[src/rtl/copy_sequencer.sv]
// ---------------------------------------------------------------------------
// copy_sequencer
//
// Multi-cycle control FSM for the single-issue core. Each instruction is
// fetched over the shared memory port, held stable for the copy instruction
// decoder, optionally followed by a memory source read (LOAD). The effect
// condition is then evaluated against the ALU flags and the result committed
// to a register, the PC or memory (STORE).
//
// Optional feature macro: SEQ_MEM_TIMEOUT_EN
//   Defined     -> an 8-bit wait counter bounds every memory wait. Reaching
//                  TIMEOUT parks the FSM in FAULT with fault=1 until reset.
//   Not defined -> memory waits are unbounded and fault is tied to 0.
//
// Parameters:
//   RESET_PC  PC (and first fetch address) after reset
//   TIMEOUT   memory-wait limit in cycles (timeout build only)
//
// Ports:
//   clock, reset        clock and asynchronous active-high reset
//   instruction         latched instruction word for the decoder
//   source_memory, destination_mem, destination_pc, destination_reg,
//   pre_increment, effect
//                       decoded controls from the decoder
//   operand_addr        source address for the LOAD read
//   dest_addr           destination address for the STORE write
//   alu_result          value to commit (register, PC or memory)
//   flag_zero,
//   flag_negative       ALU flags used by the effect condition
//   mem_addr, mem_read, mem_write, mem_wdata, mem_rdata, mem_ready
//                       shared memory port; a request completes on the
//                       clock edge where mem_ready is high
//   source_value        latched memory operand
//   pc                  program counter
//   reg_write,
//   inc_write           commit pulses, high only during EXEC
//   fault               sticky memory-timeout flag
// ---------------------------------------------------------------------------
module copy_sequencer #(
  parameter logic [15:0] RESET_PC = 16'h0000,
  parameter logic [7:0]  TIMEOUT  = 8'd255
) (
  input  logic        clock,
  input  logic        reset,
  output logic [15:0] instruction,
  input  logic        source_memory,
  input  logic        destination_mem,
  input  logic        destination_pc,
  input  logic        destination_reg,
  input  logic        pre_increment,
  input  logic [2:0]  effect,
  input  logic [15:0] operand_addr,
  input  logic [15:0] dest_addr,
  input  logic [15:0] alu_result,
  input  logic        flag_zero,
  input  logic        flag_negative,
  output logic [15:0] mem_addr,
  output logic        mem_read,
  output logic        mem_write,
  output logic [15:0] mem_wdata,
  input  logic [15:0] mem_rdata,
  input  logic        mem_ready,
  output logic [15:0] source_value,
  output logic [15:0] pc,
  output logic        reg_write,
  output logic        inc_write,
  output logic        fault
);

  localparam logic [2:0] FETCH  = 3'd0;
  localparam logic [2:0] DECODE = 3'd1;
  localparam logic [2:0] LOAD   = 3'd2;
  localparam logic [2:0] EXEC   = 3'd3;
  localparam logic [2:0] STORE  = 3'd4;
  localparam logic [2:0] FAULT  = 3'd5;

  logic [2:0]  state;
  logic        commit;
  logic        in_mem_state;
  logic        mem_timeout;
  logic [15:0] pc_inc;

  // Wraps FFFF -> 0000 naturally through the 16-bit width.
  assign pc_inc = pc + 16'd1;

  assign in_mem_state = (state == FETCH) || (state == LOAD) || (state == STORE);

  // Effect condition: effect[2] suppresses the commit entirely, otherwise
  // effect[1:0] picks which flag predicate enables it.
  always_comb begin
    commit = 1'b0;
    if (!effect[2]) begin
      case (effect[1:0])
        2'b00:   commit = flag_zero;
        2'b01:   commit = ~flag_zero;
        2'b10:   commit = flag_negative;
        default: commit = 1'b1;
      endcase
    end
  end

`ifdef SEQ_MEM_TIMEOUT_EN
  logic [7:0] wait_cnt;
  logic [7:0] wait_next;

  assign wait_next = wait_cnt + 8'd1;

  // The counter only runs while a memory state is stalled. Any completed
  // request or any non-memory state clears it, so every FETCH, LOAD and
  // STORE starts counting from zero.
  always_ff @(posedge clock or posedge reset) begin
    if (reset) begin
      wait_cnt <= 8'd0;
    end else if (in_mem_state && !mem_ready) begin
      wait_cnt <= wait_next;
    end else begin
      wait_cnt <= 8'd0;
    end
  end

  // Fires on the edge that would bring the wait count up to TIMEOUT, so the
  // FSM is in FAULT right after the TIMEOUT-th stalled cycle.
  assign mem_timeout = in_mem_state && !mem_ready && (wait_next == TIMEOUT);
  assign fault       = (state == FAULT);
`else
  logic unused_timeout;

  assign unused_timeout = ^TIMEOUT;
  assign mem_timeout    = 1'b0;
  assign fault          = 1'b0;
`endif

  // Main sequencer. mem_addr and mem_wdata are loaded on the transition into
  // the memory state that uses them, so they stay stable for the whole wait
  // regardless of what the datapath does meanwhile.
  always_ff @(posedge clock or posedge reset) begin
    if (reset) begin
      state        <= FETCH;
      pc           <= RESET_PC;
      instruction  <= 16'h0000;
      source_value <= 16'h0000;
      mem_addr     <= RESET_PC;
      mem_wdata    <= 16'h0000;
    end else begin
      case (state)
        FETCH: begin
          if (mem_timeout) begin
            state <= FAULT;
          end else if (mem_ready) begin
            instruction <= mem_rdata;
            state       <= DECODE;
          end
        end

        DECODE: begin
          if (source_memory) begin
            mem_addr <= operand_addr;
            state    <= LOAD;
          end else begin
            state <= EXEC;
          end
        end

        LOAD: begin
          if (mem_timeout) begin
            state <= FAULT;
          end else if (mem_ready) begin
            source_value <= mem_rdata;
            state        <= EXEC;
          end
        end

        EXEC: begin
          // A committed memory destination defers the PC increment to the
          // end of STORE; every other path advances the PC here.
          if (commit && destination_mem) begin
            mem_addr  <= dest_addr;
            mem_wdata <= alu_result;
            state     <= STORE;
          end else begin
            if (commit && destination_pc) begin
              pc       <= alu_result;
              mem_addr <= alu_result;
            end else begin
              pc       <= pc_inc;
              mem_addr <= pc_inc;
            end
            state <= FETCH;
          end
        end

        STORE: begin
          if (mem_timeout) begin
            state <= FAULT;
          end else if (mem_ready) begin
            pc       <= pc_inc;
            mem_addr <= pc_inc;
            state    <= FETCH;
          end
        end

        FAULT: begin
          state <= FAULT;
        end

        default: begin
          state    <= FETCH;
          mem_addr <= pc;
        end
      endcase
    end
  end

  // Strobes are decoded from state. Gating with reset drops a pending
  // request the moment reset rises rather than at the next clock edge.
  assign mem_read  = ~reset && ((state == FETCH) || (state == LOAD));
  assign mem_write = ~reset && (state == STORE);

  // Register writes are suppressed when the commit goes to memory instead.
  assign reg_write = (state == EXEC) && commit && destination_reg && !destination_mem;
  assign inc_write = (state == EXEC) && pre_increment;

endmodule

[config.mk]
export PLATFORM = sky130hd
export DESIGN_NAME = copy_sequencer
export DESIGN_NICKNAME = d
export VERILOG_FILES = /design/src/rtl/copy_sequencer.sv
export SDC_FILE = /design/constraint.sdc
export NUM_CORES = 1
export LEC_CHECK = 0
export ABC_AREA = 1
export CAP_MARGIN = 15
export CORE_AREA = 2 2 121 123
export CTS_BUF_LIST = sky130_fd_sc_hd__clkbuf_8
export CTS_CLUSTER_SIZE = 25
export DETAILED_ROUTE_END_ITERATION = 16
export DIE_AREA = 0 0 123 125
export SYNTH_ARGS = -nofsm -noshare
export SYNTH_HDL_FRONTEND = slang
export SYNTH_SLANG_ARGS = --single-unit
[constraint.sdc]
create_clock -name clock -period 4 [get_ports clock]
set_clock_uncertainty 0.1 [all_clocks]
set_input_delay 0.8 -clock clock [delete_from_list [all_inputs] [get_ports clock]]
set_output_delay 0.8 -clock clock [all_outputs]
set_load 0.05 [all_outputs]
# Word level (Yosys, flattened, before mapping)
# Cells that the tools add are included.
# op_classes
add_sub_neg	1
n_eq_ne	12
n_mux	15
n_bitwise	3
n_reduce_logical	20
# ops
operator	n
$mux W16	5
$pmux W16 S4	1
$pmux W16 S2	1
$pmux W3 S6	1
$add A16 B1 Y16 const B	1
$mux W3	4
$ne A2 B2 Y1 const B	5
$reduce_and A3 Y1	3
$logic_and A1 B1 Y1	8
$eq A3 B2 Y1 const B	2
$eq A3 B3 Y1 const B	2
$reduce_and A2 Y1	3
$eq A3 B1 Y1 const B	1
$logic_not A3 Y1	1
$not A1 Y1	3
$pmux W1 S3	1
$reduce_or A3 Y1	1
$eq A2 B1 Y1 const B	1
$eq A2 B2 Y1 const B	1
$logic_not A2 Y1	1
$mux W1	2
$reduce_bool A2 Y1	1
$logic_not A1 Y1	1
$logic_or A1 B1 Y1	1
# totals
register_bits	83
input_bits	77
out_inout_bits	85
word_cells	57

# Depth between registers and ports, before layout
# Gate-level depths: netlist (run 1).
# logic_depth
word_depth	7
mapped_depth	14
depth_no_buf	13

# Worst setup path after synthesis (run 1)
# OpenSTA, ideal clock, no wires.
# synth_path
path_kind	input port to output port
from	input effect[1]
to	output reg_write
arrival_time_ns	1.847
required_ns	3.100
slack_ns	1.253
stages	7
path_buffers	0
path_cell_list	inv_1 nand2_1 nand2_1 nand2_1 nand2_2 nand4_1 nor2_1
# synth_between
elab_chain_cells	6
elab_cells_between_ends	8
classes_between	eq/ne (2); mux (2); reduce/logical (4)
# synth_rtl
element	line_no	source
start, declared	51	input logic [2:0] effect,
$eq A2 B2 Y1, or another cell as far along	93	case (effect[1:0])
$pmux W1 S3 (*)	93	
$mux W1 (*)	92	if (!effect[2]) begin
$logic_and A1 B1 Y1 (*) (3 in series)	220	assign reg_write = (state == EXEC) && commit && destination_reg && !destination_mem;
end, declared	65	output logic reg_write,
# Mark *: on every way between the ends. The rest lies on a longest branch, timed or not.

# Worst setup path after layout (run 1)
# Ends and elaborated chain as after synthesis.

==> impl_metrics.tcl, run 1 <==
set metrics [dict create \
    design.core.area_um2 14200 \
    critical_path_required_ps 3100 \
    crit_path_end "reg_write" \
    r2r_cells 9 \
    yosysSeqAreaShare_pct 43.34 \
    crit_top_cell "clkdlybuf4s50_1" \
    portBuffers 160 \
    antenna_found_initial 0 \
    grtUsageTotal_pct 20.38 \
    drt_pass1_iterations 6 \
    crit_buf_inv 3 \
    fin_tns_setup_ps 0 \
    grt_first_pass_wirelength_mm 24.32 \
    cts.sinks 83 \
    grt_pass1_vias 4802 \
    rows 44 \
    drive_above_1_share_pct 5.336 \
    avgRoutedWirePerCell_um 14.51 \
    reg2reg_from "state[0]$_DFFE_PP0P_" \
    cp_slowest_cell "clkdlybuf4s50_1" \
    die_h_um 125 \
    syn_area_um2 4792 \
    pin_count 162 \
    cts_made_buffers 9 \
    grt_max_degree 47 \
    fillCellCount 1489 \
    critPathCaptureType "output port" \
    synth_area_leaders "dfrtp_1 43%, nand2_1 26%, inv_1 6.0%, nand3_1 4.1%, nor2_1 3.7%" \
    cp-startpoint "effect[1]" \
    fin_util_pct 47.05 \
    r2r_slack_ps 1600 \
    ys_top_cells_by_count "335 x nand2_1, 83 x dfrtp_1, 76 x inv_1" \
    hold_buffers 0 \
    cp.depth 8 \
    finalWirelength_mm 15.18 \
    setup-violations-final 0 \
    die_width_um 123 \
    path_max_fanout 4 \
    synth_cells 707 \
    critPathArrivalTime_ps 2640 \
    whs_path_depth 2 \
    fmax_ghz 0.2823 \
    regArea_um2 2077 \
    multi_input_area_um2 2202 \
    fin_crit_ps 3542 \
    worst_path_dominant_cell_family "buffers and inverters" \
    max-slew-margin-rel_pct 39.78 \
    synth_largest_area_cell "dfrtp_1" \
    hold_slack_ps 382.5 \
    drv_cap 0 \
    die_area_um2 15380 \
    cts_max_path_buffers 2 \
    finalCritPeriodShare_pct 88.54 \
    synth_top_area_share_pct 43.34 \
    layout.nets 935 \
    initial_core_util_pct 33.74 \
    gp_congestion 0.8180 \
    wl_met3_mm 1.412 \
    wl_met2_mm 7.071 \
    synth_edf_count 0 \
    avgViaCountPerCell 4.638 \
    p_leak_nw 3.409 \
    cts-root-buf "clkbuf_8" \
    status "completed" \
    clkTransAtPathRegs_ps 90 \
    route.detailed.drc 0 \
    clk_latency_ps 380 \
    synth.distinct_cells 30 \
    synth-async-reset-ratio_pct 100.0 \
    post_cts_buffers 0 \
    p_per_area_nw_per_um2 890.5 \
    finalHoldViolations 0 \
    slowest_delay_ps 830 \
    critPathLaunchType "input port" \
    crit_chain "clkdlybuf4s50_1 -> inv_1 -> nand3_1 -> nand2_1 -> nand2_2 -> nand4_1 -> nor2_1 -> clkdlybuf4s50_1" \
    tightest_slew_ps 901.1 \
    drt-met1-wl_mm 6.434 \
    ys_ff_latch 83 \
    syn_avg_cell_area_um2 6.778 \
    syn_to_final_growth_pct 39.45 \
    vias 4851 \
    syn_nets 785 \
    vdd_drop_max_mv 0.5421 \
    grt_setup_unrepaired "false" \
    r2r_end "mem_addr[6]$_DFFE_PP0P_" \
    cts_resized 0 \
    crit_type "input port to output port" \
    yosysMostFrequentCell "nand2_1" \
    drt_iter0_markers 320 \
    dr.max_layer_used "met4" \
    post-dp-hpwl_mm 11.06 \
    yosys_warnings 0 \
    cts_tree "built" \
    antenna_left 0 \
    finalMaxSlewViolations 0 \
    grt_overflow 0 \
    diodes 0 \
    ys.flop_type "dfrtp_1" \
    worst_hold_path_type "flip-flop to flip-flop" \
    htree_levels 3 \
]
## metal layers
layer  GRT usage, %  vias to the layer above
met4          7.019                        0
met5              0                        -
met3          7.208                       15
met1          25.36                     2208
li1               -                     2460
met2          32.66                      168
## area by class of cell
class	instances	area share (%)
clock buffer	9	1.854
clock inverter	7	1.161
inverter	85	4.905
multi-input combinational	514	32.95
sequential	83	31.08
tap	184	3.445
timing repair buffer	164	24.60
## registers in the layout (all words and copies together) (netlist names)
signal	count
instruction	16
source_value	16
mem_wdata	16
pc	16
state	3
mem_addr	16
## report_power, final
group	total [mW]	switching, mW	internal, mW	leakage (nW)
registers	1.52	0.300	1.22	1.05
clock network	0.638	0.345	0.293	0.0998
logic	3.79	2.59	1.19	2.26
total	5.95	3.24	2.71	3.41
## tightest hold or removal path, stage by stage (launching register included)
cell and delay (ps):
dfrtp_1 350, nand2_1 50, nand2_1 60
## worst min path at each step
stage / startpoint / slack (ps) / endpoint
floorplan: state[1]$_DFFE_PP0P_ / 500 / state[2]$_DFFE_PP0P_
global placement: mem_wdata[3]$_DFFE_PP0P_ / 360 / mem_wdata[3]$_DFFE_PP0P_
detailed placement: mem_wdata[6]$_DFFE_PP0P_ / 360 / mem_wdata[6]$_DFFE_PP0P_
CTS: mem_wdata[6]$_DFFE_PP0P_ / 390 / mem_wdata[6]$_DFFE_PP0P_
global route: mem_addr[15]$_DFFE_PP0P_ / 400 / mem_addr[15]$_DFFE_PP0P_
finish: mem_addr[4]$_DFFE_PP0P_ / 380 / mem_addr[4]$_DFFE_PP0P_
## metrics by stage
step	total power, mW	instance area [um^2]	setup WS, ps	instances
finish	5.951	6683	458.2	1046
global placement	5.333	6481	531.6	1030
floorplan	4.170	4792	963.2	707
CTS	6.011	6683	484.3	1046
detailed placement	5.345	6481	477.8	1030
global route	6.395	6683	373.2	1046
## cells by family (layout without fill, tap and decap cells)
kind of cell	after synthesis	in the layout	share of synthesized area [%]
flip-flops	83	83	43.34
AO/OA/AOI/OAI	66	66	7.154
XOR/XNOR	4	4	0.7310
other	1	1	0.07825
buffers and inverters	110	265	10.70
adder cells (fa/ha/maj)	1	1	0.2611
AND/OR/NAND/NOR	442	442	37.73
## cell usage in the layout (no fill, tap or decap)
cell and count:
dfrtp_1 83, nand2_4 1, buf_12 1, or2_2 2
ha_1 1, a21oi_1 19, clkbuf_8 9, nor2_1 47
xor2_1 4, nand2_2 3, a21oi_2 2, nand3_4 1
o21ai_1 8, nand3_2 5, nor3_1 3, a21boi_0 1
o21ai_0 35, nand3b_1 1, inv_1 75, clkinv_4 3
conb_1 1, o211ai_1 1, clkinv_2 2, buf_4 3
clkdlybuf4s50_1 160, nand4_1 3, clkinvlp_4 1, inv_6 1
inv_2 6, nand3_1 39, nor2_2 1, bufinv_16 1
nand4_4 1, nand2_1 335, inv_4 3
No activity file was read; power rests on OpenSTA's default activity.
==> run 2, diff against run 1 <==
- GPL_TIMING_DRIVEN: default -> 0
==> run 2 against run 1 <==
Against the previous run: highest routed layer unchanged; largest power group unchanged; utilization up 1.2 points; register-to-register slack better by 290 ps; routed wire length increased by 5.2%.
==> impl_metrics.tcl, run 2 (synthesis results as in run 1) <==
set metrics [dict create \
    layout_common_cells "335 x nand2_1, 160 x clkdlybuf4s50_1, 83 x dfrtp_1" \
    drt_iter0_markers 295 \
    r2r_slack_ps 1890 \
    layout.nets 957 \
    die_h_um 125 \
    p_leak_nw 3.506 \
    antenna_left 0 \
    cts_resized 0 \
    die_area_um2 15380 \
    portBuffers 160 \
    grt_setup_unrepaired "false" \
    max-slew-margin-rel_pct 64.13 \
    htree_levels 3 \
    cts_max_path_buffers 2 \
    syn_to_final_growth_pct 42.95 \
    grt_first_pass_wirelength_mm 25.52 \
    critPathLaunchType "input port" \
    tightest_slew_ps 536.3 \
    switchingPower_mw 3.304 \
    diodes 0 \
    initial_core_util_pct 33.74 \
    clk_latency_ps 380 \
    vias 4834 \
    avgViaCountPerCell 4.526 \
    pwr-share-seq_pct 25.0 \
    critPathCaptureType "output port" \
    cp-startpoint "effect[1]" \
    hold_buffers 0 \
    cts.sinks 83 \
    r2r_end "mem_addr[8]$_DFFE_PP0P_" \
    die_width_um 123 \
    vdd_drop_max_mv 0.4936 \
    drt_pass1_iterations 4 \
    regArea_um2 2077 \
    r2r_cells 12 \
    finalPower_mw 6.095 \
    reg2reg_from "pc[1]$_DFFE_PP0P_" \
    cts_tree "built" \
    fmax_ghz 0.2873 \
    pin_count 162 \
    p_comb_share_pct 64.9 \
    grtUsageTotal_pct 21.60 \
    gp_congestion 0.9106 \
    drv_cap 0 \
    drive_above_1_share_pct 7.014 \
    hold_slack_ps 381.3 \
    post_cts_buffers 0 \
    place_area_um2 6654 \
    post-dp-hpwl_mm 12.23 \
    critPathArrivalTime_ps 2580 \
    p_sw_share_pct 54.21 \
    status "completed" \
    cts_made_buffers 9 \
    design.core.area_um2 14200 \
    clkTransAtPathRegs_ps 80 \
    finalCritPeriodShare_pct 87.03 \
    route.detailed.drc 0 \
    rows 44 \
    fin_area_um2 6850 \
    multi_input_area_um2 2202 \
    cts-root-buf "clkbuf_8" \
    setup-violations-final 0 \
    fin_crit_ps 3481 \
    fin_tns_setup_ps 0 \
    grt_overflow 0 \
    critical_path_required_ps 3100 \
    p_per_area_nw_per_um2 889.8 \
    avgRoutedWirePerCell_um 14.94 \
    clkPwrFrac_pct 10.1 \
    finalWirelength_mm 15.96 \
    grt_max_degree 55 \
    finalHoldViolations 0 \
    final_common_cell "nand2_1" \
    crit_type "input port to output port" \
    finalMaxSlewViolations 0 \
    grt_pass1_vias 4889 \
    antenna_found_initial 0 \
    crit_path_end "reg_write" \
    fillCellCount 1509 \
    path_max_fanout 4 \
    worst_hold_path_type "flip-flop to flip-flop" \
    p_int_mw 2.791 \
]
run 2: changes by cell type in the layout (fill, tap and decap cells not counted), moves of 2 or more:
cell / change
buf_2: +5
buf_4: +2
buf_6: +9
clkbuf_1: +6
clkbuf_8: +3
run 2: final cells by class:
cell class / count / share of cell area (%)
Clock inverter: 4 / 0.4566
Timing Repair Buffer: 161 / 23.78
Tap cell: 184 / 3.361
Buffer: 25 / 2.721
Clock buffer: 12 / 2.411
Sequential cell: 83 / 30.32
Inverter: 85 / 4.804
Multi-Input combinational cell: 514 / 32.15
run 2: power groups by stage:
stage	registers, mW	clock network (mW)	logic (mW)
3_5_place_dp	1.53	0	3.97
5_1_grt	1.58	0.670	4.28
4_1_cts	1.53	0.635	3.99
6_report	1.52	0.615	3.96
2_1_floorplan	2.75	0	1.42
3_3_place_gp	1.53	0	3.95
run 2: layer usage:
metal / track usage [%] / part of all wire [%] / up-vias
met1: 26.90 / 42 / 2146
met4: 8.356 / 2.5 / 0
li1: - / - / 2497
met5: 0 / 0 / -
met3: 6.250 / 8.9 / 23
met2: 35.16 / 47 / 168
run 2: worst min-delay path by stage:
| stage | start | to | slack, ps | depth (start not counted) |
|---|---|---|---|---|
| final | mem_wdata[0]$_DFFE_PP0P_ | mem_wdata[0]$_DFFE_PP0P_ | 380 | 2 |
| after global routing | mem_addr[12]$_DFFE_PP0P_ | mem_addr[12]$_DFFE_PP0P_ | 410 | 2 |
| after CTS | mem_addr[0]$_DFFE_PP0P_ | mem_addr[0]$_DFFE_PP0P_ | 390 | 2 |
| after detailed placement | mem_wdata[3]$_DFFE_PP0P_ | mem_wdata[3]$_DFFE_PP0P_ | 370 | 2 |
| after global placement | mem_wdata[3]$_DFFE_PP0P_ | mem_wdata[3]$_DFFE_PP0P_ | 360 | 2 |
| after floorplan | state[1]$_DFFE_PP0P_ | state[2]$_DFFE_PP0P_ | 500 | 2 |
run 2: critical path, stage by stage:
cell and delay, ps:
clkdlybuf4s50_1 470, inv_1 50, nand3_1 60, nand2_1 60
nand2_2 120, nand4_1 100, nor2_1 100, clkdlybuf4s50_1 810
run 2: through the flow:
| step | instances | util (%) | worst slack [ps] |
|---|---|---|---|
| 2_1_floorplan | 707 | - | 963.2 |
| 3_5_place_dp | 1052 | 46.85 | 509.7 |
| 6_report | 1068 | 48.23 | 518.8 |
| 5_1_grt | 1068 | 48.23 | 398.0 |
| 3_3_place_gp | 1051 | 46.64 | -589.7 |
| 4_1_cts | 1068 | 48.23 | 505.7 |
==> run 3, diff against run 2 <==
- MAX_ROUTING_LAYER: default -> met4
==> run 3 against run 2 <==
Against the previous run: maximum frequency up 0.26%; critical path type unchanged; largest power group unchanged; setup slack gained 8.9 ps; sequential cell count is the same; die area unchanged; routed wire length up 1.2%; clock power is 8.1% lower; via count increased by 2.1%; critical endpoint unchanged; sequential share of layout area up 0.12 points.
==> impl_metrics.tcl, run 3 (synthesis results as in run 1) <==
set metrics [dict create \
    cts-root-buf "clkbuf_8" \
    finalCritPeriodShare_pct 86.81 \
    pin_count 162 \
    critPathLaunchType "input port" \
    vias 4937 \
    rows 44 \
    die_area_um2 15380 \
    fillCellCount 1473 \
    fin_util_pct 48.04 \
    multi_input_area_um2 2202 \
    r2r_slack_ps 1990 \
    die_width_um 123 \
    initial_core_util_pct 33.74 \
    antenna_found_initial 0 \
    worst_hold_path_type "flip-flop to flip-flop" \
    grt_overflow 0 \
    p_sw_share_pct 54.60 \
    crit_type "input port to output port" \
    cts_max_path_buffers 2 \
    clkPwrFrac_pct 9.3 \
    layout.nets 957 \
    whs_path_depth 2 \
    cts_tree "built" \
    final_common_cell "nand2_1" \
    r2r_cells 10 \
    grt_pass1_vias 5054 \
    hold_slack_ps 384.1 \
    hold_buffers 0 \
    finalWirelength_mm 16.15 \
    drt_pass1_iterations 4 \
    drt_iter0_markers 328 \
    p_int_mw 2.748 \
    finalHoldViolations 0 \
    avgRoutedWirePerCell_um 15.14 \
    fin_crit_ps 3472 \
    clk_latency_ps 380 \
    drive_above_1_share_pct 6.795 \
    grt_setup_unrepaired "false" \
    antenna_left 0 \
    pwr-share-seq_pct 25.2 \
    syn_to_final_growth_pct 42.38 \
    grtUsageTotal_pct 22.73 \
    clkTransAtPathRegs_ps 80 \
    vdd_drop_max_mv 0.5082 \
    regArea_um2 2077 \
    finalMaxSlewViolations 0 \
    design.core.area_um2 14200 \
    critPathArrivalTime_ps 2570 \
    cp-startpoint "effect[1]" \
    diodes 0 \
    critPathCaptureType "output port" \
    cts_made_buffers 9 \
    setup-violations-final 0 \
    portBuffers 160 \
    drv_cap 0 \
    tightest_slew_ps 544.4 \
    path_max_fanout 4 \
    avgViaCountPerCell 4.627 \
    critical_path_required_ps 3100 \
    grt_max_degree 54 \
    status "completed" \
    gp_congestion 0.9374 \
    cts_resized 0 \
    route.detailed.drc 0 \
    grt_first_pass_wirelength_mm 26.01 \
    die_h_um 125 \
    p_leak_nw 3.485 \
    cts.sinks 83 \
    reg2reg_from "pc[1]$_DFFE_PP0P_" \
    finalPower_mw 6.051 \
    r2r_end "mem_addr[12]$_DFFE_PP0P_" \
    layout_common_cells "335 x nand2_1, 160 x clkdlybuf4s50_1, 83 x dfrtp_1" \
    p_per_area_nw_per_um2 886.9 \
    post-dp-hpwl_mm 12.34 \
    min-delay-start "mem_wdata[1]$_DFFE_PP0P_" \
    fmax_ghz 0.2880 \
    switchingPower_mw 3.304 \
    htree_levels 3 \
    post_cts_buffers 0 \
    max-slew-margin-rel_pct 63.59 \
    min_to "mem_wdata[1]$_DFFE_PP0P_" \
    p_comb_share_pct 65.5 \
]
-- run 3: changes by cell type in the layout (fill, tap and decap cells not counted) --
cell,previous run,this run
inv_6,1,0
clkbuf_8,12,10
clkinvlp_4,0,3
clkinv_4,2,0
inv_1,75,76
-- run 3: power by group through the flow --
stage	Combinational, mW	Clock, mW	Sequential [mW]
4_1_cts	3.99	0.580	1.53
3_5_place_dp	3.98	0	1.53
2_1_floorplan	1.42	0	2.75
3_3_place_gp	3.96	0	1.53
5_1_grt	4.31	0.612	1.58
6_report	3.96	0.565	1.53
-- run 3: how the worst max path moves through the flow --
stage	end	slack [ps]	depth (start not counted)
3_3_place_gp	pc[15]$_DFFE_PP0P_	-580	2
5_1_grt	reg_write	330	9
6_report	reg_write	530	9
4_1_cts	reg_write	500	9
2_1_floorplan	instruction[0]$_DFFE_PP0P_	960	1
3_5_place_dp	reg_write	510	9
-- run 3: area by class of cell --
| type | instances | share of cell area, % |
|---|---|---|
| multi-input combinational | 514 | 32.28 |
| timing repair buffer | 161 | 23.88 |
| clock buffer | 10 | 2.017 |
| inverter | 85 | 4.823 |
| sequential | 83 | 30.44 |
| buffer | 25 | 2.732 |
| tap | 184 | 3.374 |
| clock inverter | 5 | 0.4585 |
-- run 3: metal layers --
layer | routed length, um | track usage, % | vias to the layer above
met5 | 0 | - | -
met4 | 562 | 10.16 | 0
li1 | - | - | 2503
met3 | 1247 | 5.474 | 32
met1 | 7005 | 28.62 | 2233
met2 | 7337 | 34.51 | 169
-- run 3: critical path: stages --
cell and delay, ps:
clkdlybuf4s50_1 420, inv_1 70, nand2_1 50, nand2_1 50, nand2_1 60, nand2_2 120, nand4_1 90, nor2_1 100
clkdlybuf4s50_1 810
-- run 3: stage by stage --
step / instances / setup slack [ps] / instance area (um^2) / setup TNS (ps)
after CTS: 1067 / 504.9 / 6823 / 0
after floorplan: 707 / 963.2 / 4792 / 0
after detailed placement: 1052 / 510.6 / 6654 / 0
after global routing: 1067 / 333.2 / 6823 / 0
final: 1067 / 527.7 / 6823 / 0
after global placement: 1051 / -582.2 / 6624 / -47580
